## src/rtl/barrel_shifter_pipe_if.sv

```systemverilog
// ============================================================================
// barrel_shifter_pipe_if : valid/ready operand and result bundle for barrel_shifter_pipe
// Revision: 1.0
// ============================================================================
`default_nettype none

interface barrel_shifter_pipe_if #(
  parameter int WIDTH = 32
);
  localparam int LG = $clog2(WIDTH);

  logic             in_valid;
  logic             in_ready;
  logic [WIDTH-1:0] in_data;
  logic [LG-1:0]    in_amt;
  logic [2:0]       in_op;
  logic             out_valid;
  logic             out_ready;
  logic [WIDTH-1:0] out_data;
  logic             out_zero;

  modport master (
    output in_valid, in_data, in_amt, in_op, out_ready,
    input  in_ready, out_valid, out_data, out_zero
  );

  modport slave (
    input  in_valid, in_data, in_amt, in_op, out_ready,
    output in_ready, out_valid, out_data, out_zero
  );
endinterface

`default_nettype wire

```

## src/rtl/barrel_shifter_pipe.sv

```systemverilog
// ============================================================================
// barrel_shifter_pipe : LG-stage pipelined ROL/ROR/SLL/SRL/SRA/PASS shifter
// Revision: 1.0
// ============================================================================
`default_nettype none

module barrel_shifter_pipe #(
  parameter int WIDTH = 32
) (
  input  logic                 clk,
  input  logic                 reset,
  barrel_shifter_pipe_if.slave bus
);
  localparam int LG = $clog2(WIDTH);

  localparam logic [2:0] OP_ROL = 3'b000;
  localparam logic [2:0] OP_ROR = 3'b001;
  localparam logic [2:0] OP_SLL = 3'b010;
  localparam logic [2:0] OP_SRL = 3'b011;
  localparam logic [2:0] OP_SRA = 3'b100;

  logic             advance;
  logic [WIDTH-1:0] data_q  [LG];
  logic [WIDTH-1:0] data_d  [LG];
  logic [LG-1:0]    amt_q   [LG];
  logic [LG-1:0]    amt_d   [LG];
  logic [2:0]       op_q    [LG];
  logic [2:0]       op_d    [LG];
  logic             sgn_q   [LG];
  logic             sgn_d   [LG];
  logic [LG-1:0]    valid_q;
  logic [LG-1:0]    valid_d;
  logic             zero_q;
  logic             zero_d;

  function automatic logic [WIDTH-1:0] shift_step(
    input logic [WIDTH-1:0] v,
    input logic [2:0]       op,
    input logic             sgn,
    input logic             en,
    input int               s
  );
    logic [WIDTH-1:0] fill;
    fill       = ~({WIDTH{1'b1}} >> s);
    shift_step = v;
    if (en) begin
      case (op)
        OP_ROL:  shift_step = (v << s) | (v >> (WIDTH - s));
        OP_ROR:  shift_step = (v >> s) | (v << (WIDTH - s));
        OP_SLL:  shift_step = v << s;
        OP_SRL:  shift_step = v >> s;
        OP_SRA:  shift_step = (v >> s) | (sgn ? fill : '0);
        default: shift_step = v;
      endcase
    end
  endfunction

  always_comb begin
    advance = !valid_q[LG-1] || bus.out_ready;
    valid_d = valid_q;
    zero_d  = zero_q;
    for (int k = 0; k < LG; k++) begin
      data_d[k] = data_q[k];
      amt_d[k]  = amt_q[k];
      op_d[k]   = op_q[k];
      sgn_d[k]  = sgn_q[k];
    end
    if (advance) begin
      // Bubbles move through valid only; stage payloads load just for real beats.
      valid_d[0] = bus.in_valid;
      if (bus.in_valid) begin
        data_d[0] = shift_step(bus.in_data, bus.in_op, bus.in_data[WIDTH-1], bus.in_amt[0], 1);
        amt_d[0]  = bus.in_amt >> 1;
        op_d[0]   = bus.in_op;
        sgn_d[0]  = bus.in_data[WIDTH-1];
      end
      for (int k = 1; k < LG; k++) begin
        valid_d[k] = valid_q[k-1];
        if (valid_q[k-1]) begin
          data_d[k] = shift_step(data_q[k-1], op_q[k-1], sgn_q[k-1], amt_q[k-1][0], 1 << k);
          amt_d[k]  = amt_q[k-1] >> 1;
          op_d[k]   = op_q[k-1];
          sgn_d[k]  = sgn_q[k-1];
        end
      end
      if (valid_q[LG-2]) begin
        zero_d = (data_d[LG-1] == '0);
      end
    end
  end

  always_ff @(posedge clk) begin
    if (reset) begin
      valid_q <= '0;
      zero_q  <= 1'b1;
      for (int k = 0; k < LG; k++) begin
        data_q[k] <= '0;
        amt_q[k]  <= '0;
        op_q[k]   <= '0;
        sgn_q[k]  <= 1'b0;
      end
    end else begin
      valid_q <= valid_d;
      zero_q  <= zero_d;
      for (int k = 0; k < LG; k++) begin
        data_q[k] <= data_d[k];
        amt_q[k]  <= amt_d[k];
        op_q[k]   <= op_d[k];
        sgn_q[k]  <= sgn_d[k];
      end
    end
  end

  assign bus.in_ready  = advance;
  assign bus.out_valid = valid_q[LG-1];
  assign bus.out_data  = data_q[LG-1];
  assign bus.out_zero  = zero_q;

endmodule

`default_nettype wire

```

## src/flat_wrapper.sv

```systemverilog
// flat-port wrapper written by rule: the top's interface ports become plain ports
module barrel_shifter_pipe_flat 
#(
  parameter int WIDTH = 32
)
  (clk, reset, bus_in_valid, bus_in_data, bus_in_amt, bus_in_op, bus_out_ready, bus_in_ready, bus_out_valid, bus_out_data, bus_out_zero);
  barrel_shifter_pipe_if #(.WIDTH(WIDTH)) bus_i ();
  input  logic clk;
  input  logic reset;
  input wire logic [$bits(bus_i.in_valid)-1:0] bus_in_valid;
  input wire logic [$bits(bus_i.in_data)-1:0] bus_in_data;
  input wire logic [$bits(bus_i.in_amt)-1:0] bus_in_amt;
  input wire logic [$bits(bus_i.in_op)-1:0] bus_in_op;
  input wire logic [$bits(bus_i.out_ready)-1:0] bus_out_ready;
  output wire logic [$bits(bus_i.in_ready)-1:0] bus_in_ready;
  output wire logic [$bits(bus_i.out_valid)-1:0] bus_out_valid;
  output wire logic [$bits(bus_i.out_data)-1:0] bus_out_data;
  output wire logic [$bits(bus_i.out_zero)-1:0] bus_out_zero;
  assign bus_i.in_valid = bus_in_valid;
  assign bus_i.in_data = bus_in_data;
  assign bus_i.in_amt = bus_in_amt;
  assign bus_i.in_op = bus_in_op;
  assign bus_i.out_ready = bus_out_ready;
  assign bus_in_ready = bus_i.in_ready;
  assign bus_out_valid = bus_i.out_valid;
  assign bus_out_data = bus_i.out_data;
  assign bus_out_zero = bus_i.out_zero;
  barrel_shifter_pipe #(.WIDTH(WIDTH)) u_core (.clk(clk), .reset(reset), .bus(bus_i));
endmodule
```

## config.mk

```make
export PLATFORM = sky130hd
export DESIGN_NAME = barrel_shifter_pipe_flat
export DESIGN_NICKNAME = d
export VERILOG_FILES = /design/src/rtl/barrel_shifter_pipe_if.sv /design/src/rtl/barrel_shifter_pipe.sv /design/src/flat_wrapper.sv
export SDC_FILE = /design/constraint.sdc
export NUM_CORES = 1
export LEC_CHECK = 0
export ABC_AREA = 1
export CAP_MARGIN = 0
export CORE_AREA = 2 2 115 201
export DETAILED_ROUTE_END_ITERATION = 10
export DIE_AREA = 0 0 117 203
export GPL_TIMING_DRIVEN = 0
export PLACE_DENSITY = 0.74
export RECOVER_POWER = 100
export SLEW_MARGIN = 40
export SYNTH_ARGS = -nofsm -noshare
export SYNTH_HDL_FRONTEND = slang
export SYNTH_SLANG_ARGS = --single-unit
```

## constraint.sdc

```tcl
create_clock -name clk -period 4 [get_ports clk]
set_input_delay 0.8 -clock clk [delete_from_list [all_inputs] [get_ports clk]]
set_output_delay 0.8 -clock clk [all_outputs]
set_load 0.05 [all_outputs]
```

==> reports/metrics.cfg <==
[outcome]
status = complete, no violations

[sta]
max_clock_freq_mhz = 273.0
slew_headroom_pct = 46.38
final_setup_violation_count = 0
worst_slew_pin_slew_ns = 0.8042
timing.final.hold_violations = 0
rsz0062_at_grt = false
final_worst_path_period_share_pct = 91.57
finalClockSkew_ns = 0.01266
final.setup.worst_slack_ns = 0.3370
min_period_ns = 3.663
hold-worst-slack_ns = 0.4613
slew_limit_fails = 0
setup-tns-final_ns = 0

[critical_path]
cp_data_arrival_time_ns = 2.86
crit-reg2reg-launch = u_core.valid_q[4]
worst_ep_required_time_ns = 3.20
reg2reg_setup_slack_ns = 1.33
critical_path.max_fanout = 10
end_kind = output pin
crit_path_start = bus_out_ready
r2r-end = u_core.data_q[3][28]
timing.critical_path.from_type = primary input
rr_worst_depth = 8
criticalPathCategory = in -> out

[clock_network]
clkLatencyLatePin_ns = 0.44
cts-buffers-inserted = 17
cts-htree-levels = 4
cts_buffer_depth = 2
clock_tree_from_tritoncts = built
postCtsSetupBuffers = 0
clock_sink_count = 192
clkTransAtPathRegs_ns = 0.07
cts-root-buf = clkbuf_16

[min_path]
worstHoldPathType = reg -> reg
min_delay_worst_endpoint = u_core.data_q[4][20]
min-delay-start = u_core.data_q[4][20]
worst_hold_path.num_cells = 2

[floorplanning]
dieArea_um2 = 23750
placeableCoreArea_um2 = 22070
initial_core_util_pct = 44.31
floorplan.rows = 72
io_pins = 79
die_width_um = 117
die-height_um = 203

[power_and_ir_drop]
p_per_area_nw_per_um2 = 394.0
internal_power_mw = 3.214
netSwitchingFraction_pct = 28.96
p_switching_mw = 1.310
cellLeakagePower_nw = 4.150
vdd_ir_drop_max_uv = 270.4
finalPower_mw = 4.524
seq_power_share_pct = 45.8
combPwrFrac_pct = 16.4
clock_power_share_pct = 37.8

[cells_and_area]
non_filler_cells_in_the_finished_layout = 1697
end_of_flow_core_utilization_pct = 52.01
num-nets-final = 1433
syn2layout_area_growth_pct = 17.39
postLayoutCellArea_um2 = 11480
final.fill_count = 2176
post_route_cells_drive_above_1_share_pct = 5.924
diodes = 0

[place]
place_worst_setup_slack_ns = 0.08275
gp_routability_congestion = 1.016
placedCellCount = 1666
io_buffer_count = 77
placement.cell_area_um2 = 10920
hpwl_mm = 26.90

[synth]
synth_fp_nets = 1337
synthDominantAreaCellType = dfxtp_1
synth_enable_flop_cells = 26
ys.flop_type = dfxtp_1
netlist_instances = 1293
yosysMostFrequentCell = inv_1
yosys.cell_types.count = 37
synth.avg_cell_area_um2 = 7.563
post-synth-top-area-fraction_pct = 33.98
synth-seq-cells = 192
synth_commonest_cells = 193 x inv_1, 190 x nand2_1, 166 x dfxtp_1
synth.cell_area_um2 = 9779
yosys-top-cells-area = dfxtp_1 34%, o221ai_1 8.7%, edfxtp_1 8.0%
synthesis.yosys.warnings = 0
yosysSeqAreaShare_pct = 41.97
async_reset_ff_share_pct = 0

[route]
antenna_violating_nets_post_route = 0
wl_mm = 34.05
routed-via-count = 9831
post_drt_wl_per_cell_um = 20.06
dr.pass1.iters = 5
drtIter0Drc = 598
routed_via_density = 5.793
drc = 0

[global_route]
grt_first_pass_wirelength_mm = 51.68
met1_usage_pct = 25.39
initial_antenna_violation_count = 0
globalRouteMet3Util_pct = 3.701
gr_overflow_total = 0
maximum_number_of_pins_on_one_net_before_global_route_repair = 18
via_count_of_the_first_global_routing_pass = 9574
grtUsageMet2_pct = 53.45
groute.usage.overall_pct = 28.92
gr-max-usage-layer = met2

[job]
max_cap_violations = 0

## placed cells by master (no fill, tap or decap), types with 12 or more instances in the layout
cell type / n
clkbuf_16: 17
dlygate4sd3_1: 34
a32o_1: 12
clkbuf_1: 79
o21ai_0: 87
nand2_1: 191
o22ai_1: 90
nor2_1: 63
inv_1: 194
edfxtp_1: 26
buf_2: 18
dfxtp_1: 166
o211ai_1: 32
nand3_1: 50
a21oi_1: 133
clkdlybuf4s50_1: 42
o221ai_1: 97
## routing by layer
layer | up-vias | wire [um]
met5 | - | 0
li1 | 4768 | -
met2 | 441 | 17980
met4 | 0 | 3736
met1 | 4457 | 10980
met3 | 165 | 1349
## worst max path at each step
stage / slack (ns) / to / cells past startpoint
2_1_floorplan: 1.48 / bus_in_ready / 4
3_3_place_gp: 0.12 / bus_in_ready / 6
3_5_place_dp: 0.08 / bus_in_ready / 6
4_1_cts: 0.08 / bus_in_ready / 6
5_1_grt: 0.27 / bus_in_ready / 6
6_report: 0.34 / bus_in_ready / 6
## registers in the layout, indices dropped and copies added (netlist names)
signal,flops
u_core.op_q,12
u_core.sgn_q,4
u_core.data_q,160
u_core.amt_q,10
u_core.bus.out_zero,1
u_core.valid_q,5
## power by group through the flow
stage | combinational, mW | sequential [mW] | clock, mW
global placement | 0.717 | 2.11 | 0
finish | 0.740 | 2.07 | 1.71
global route | 0.797 | 2.08 | 1.81
CTS | 0.726 | 2.07 | 1.72
floorplan | 0.463 | 2.12 | 0
detailed placement | 0.722 | 2.12 | 0
## timing repair
| item | 4_1_cts | 5_1_grt |
|---|---|---|
| endpoints found under the setup margin | 0 | 1 |
| gates resized for setup | 0 | 1 |
| hold buffers | 0 | 0 |
## kinds of logic after synthesis
family	after synthesis	share of synthesized area [%]
AND/OR/NAND/NOR	329	14.29
flip-flops	192	41.97
buffers and inverters	298	12.13
AO/OA/AOI/OAI	474	31.61
## area by class of cell
type | count | area, um^2 | area share (%)
Timing Repair Buffer | 77 | 764.5 | 6.659
Buffer | 102 | 437.9 | 3.815
Multi-Input combinational cell | 803 | 4479 | 39.02
Clock inverter | 12 | 135.1 | 1.177
Inverter | 196 | 735.7 | 6.409
Clock buffer | 19 | 452.9 | 3.945
Tap cell | 296 | 370.4 | 3.226
Sequential cell | 192 | 4104 | 35.75
## worst max-delay path: stages
cell and delay (ns):
clkdlybuf4s50_1 0.41, nor2_1 0.55, inv_1 0.19, buf_2 0.25, buf_1 0.28, clkbuf_1 0.37
(Power assumes the default switching activity.)
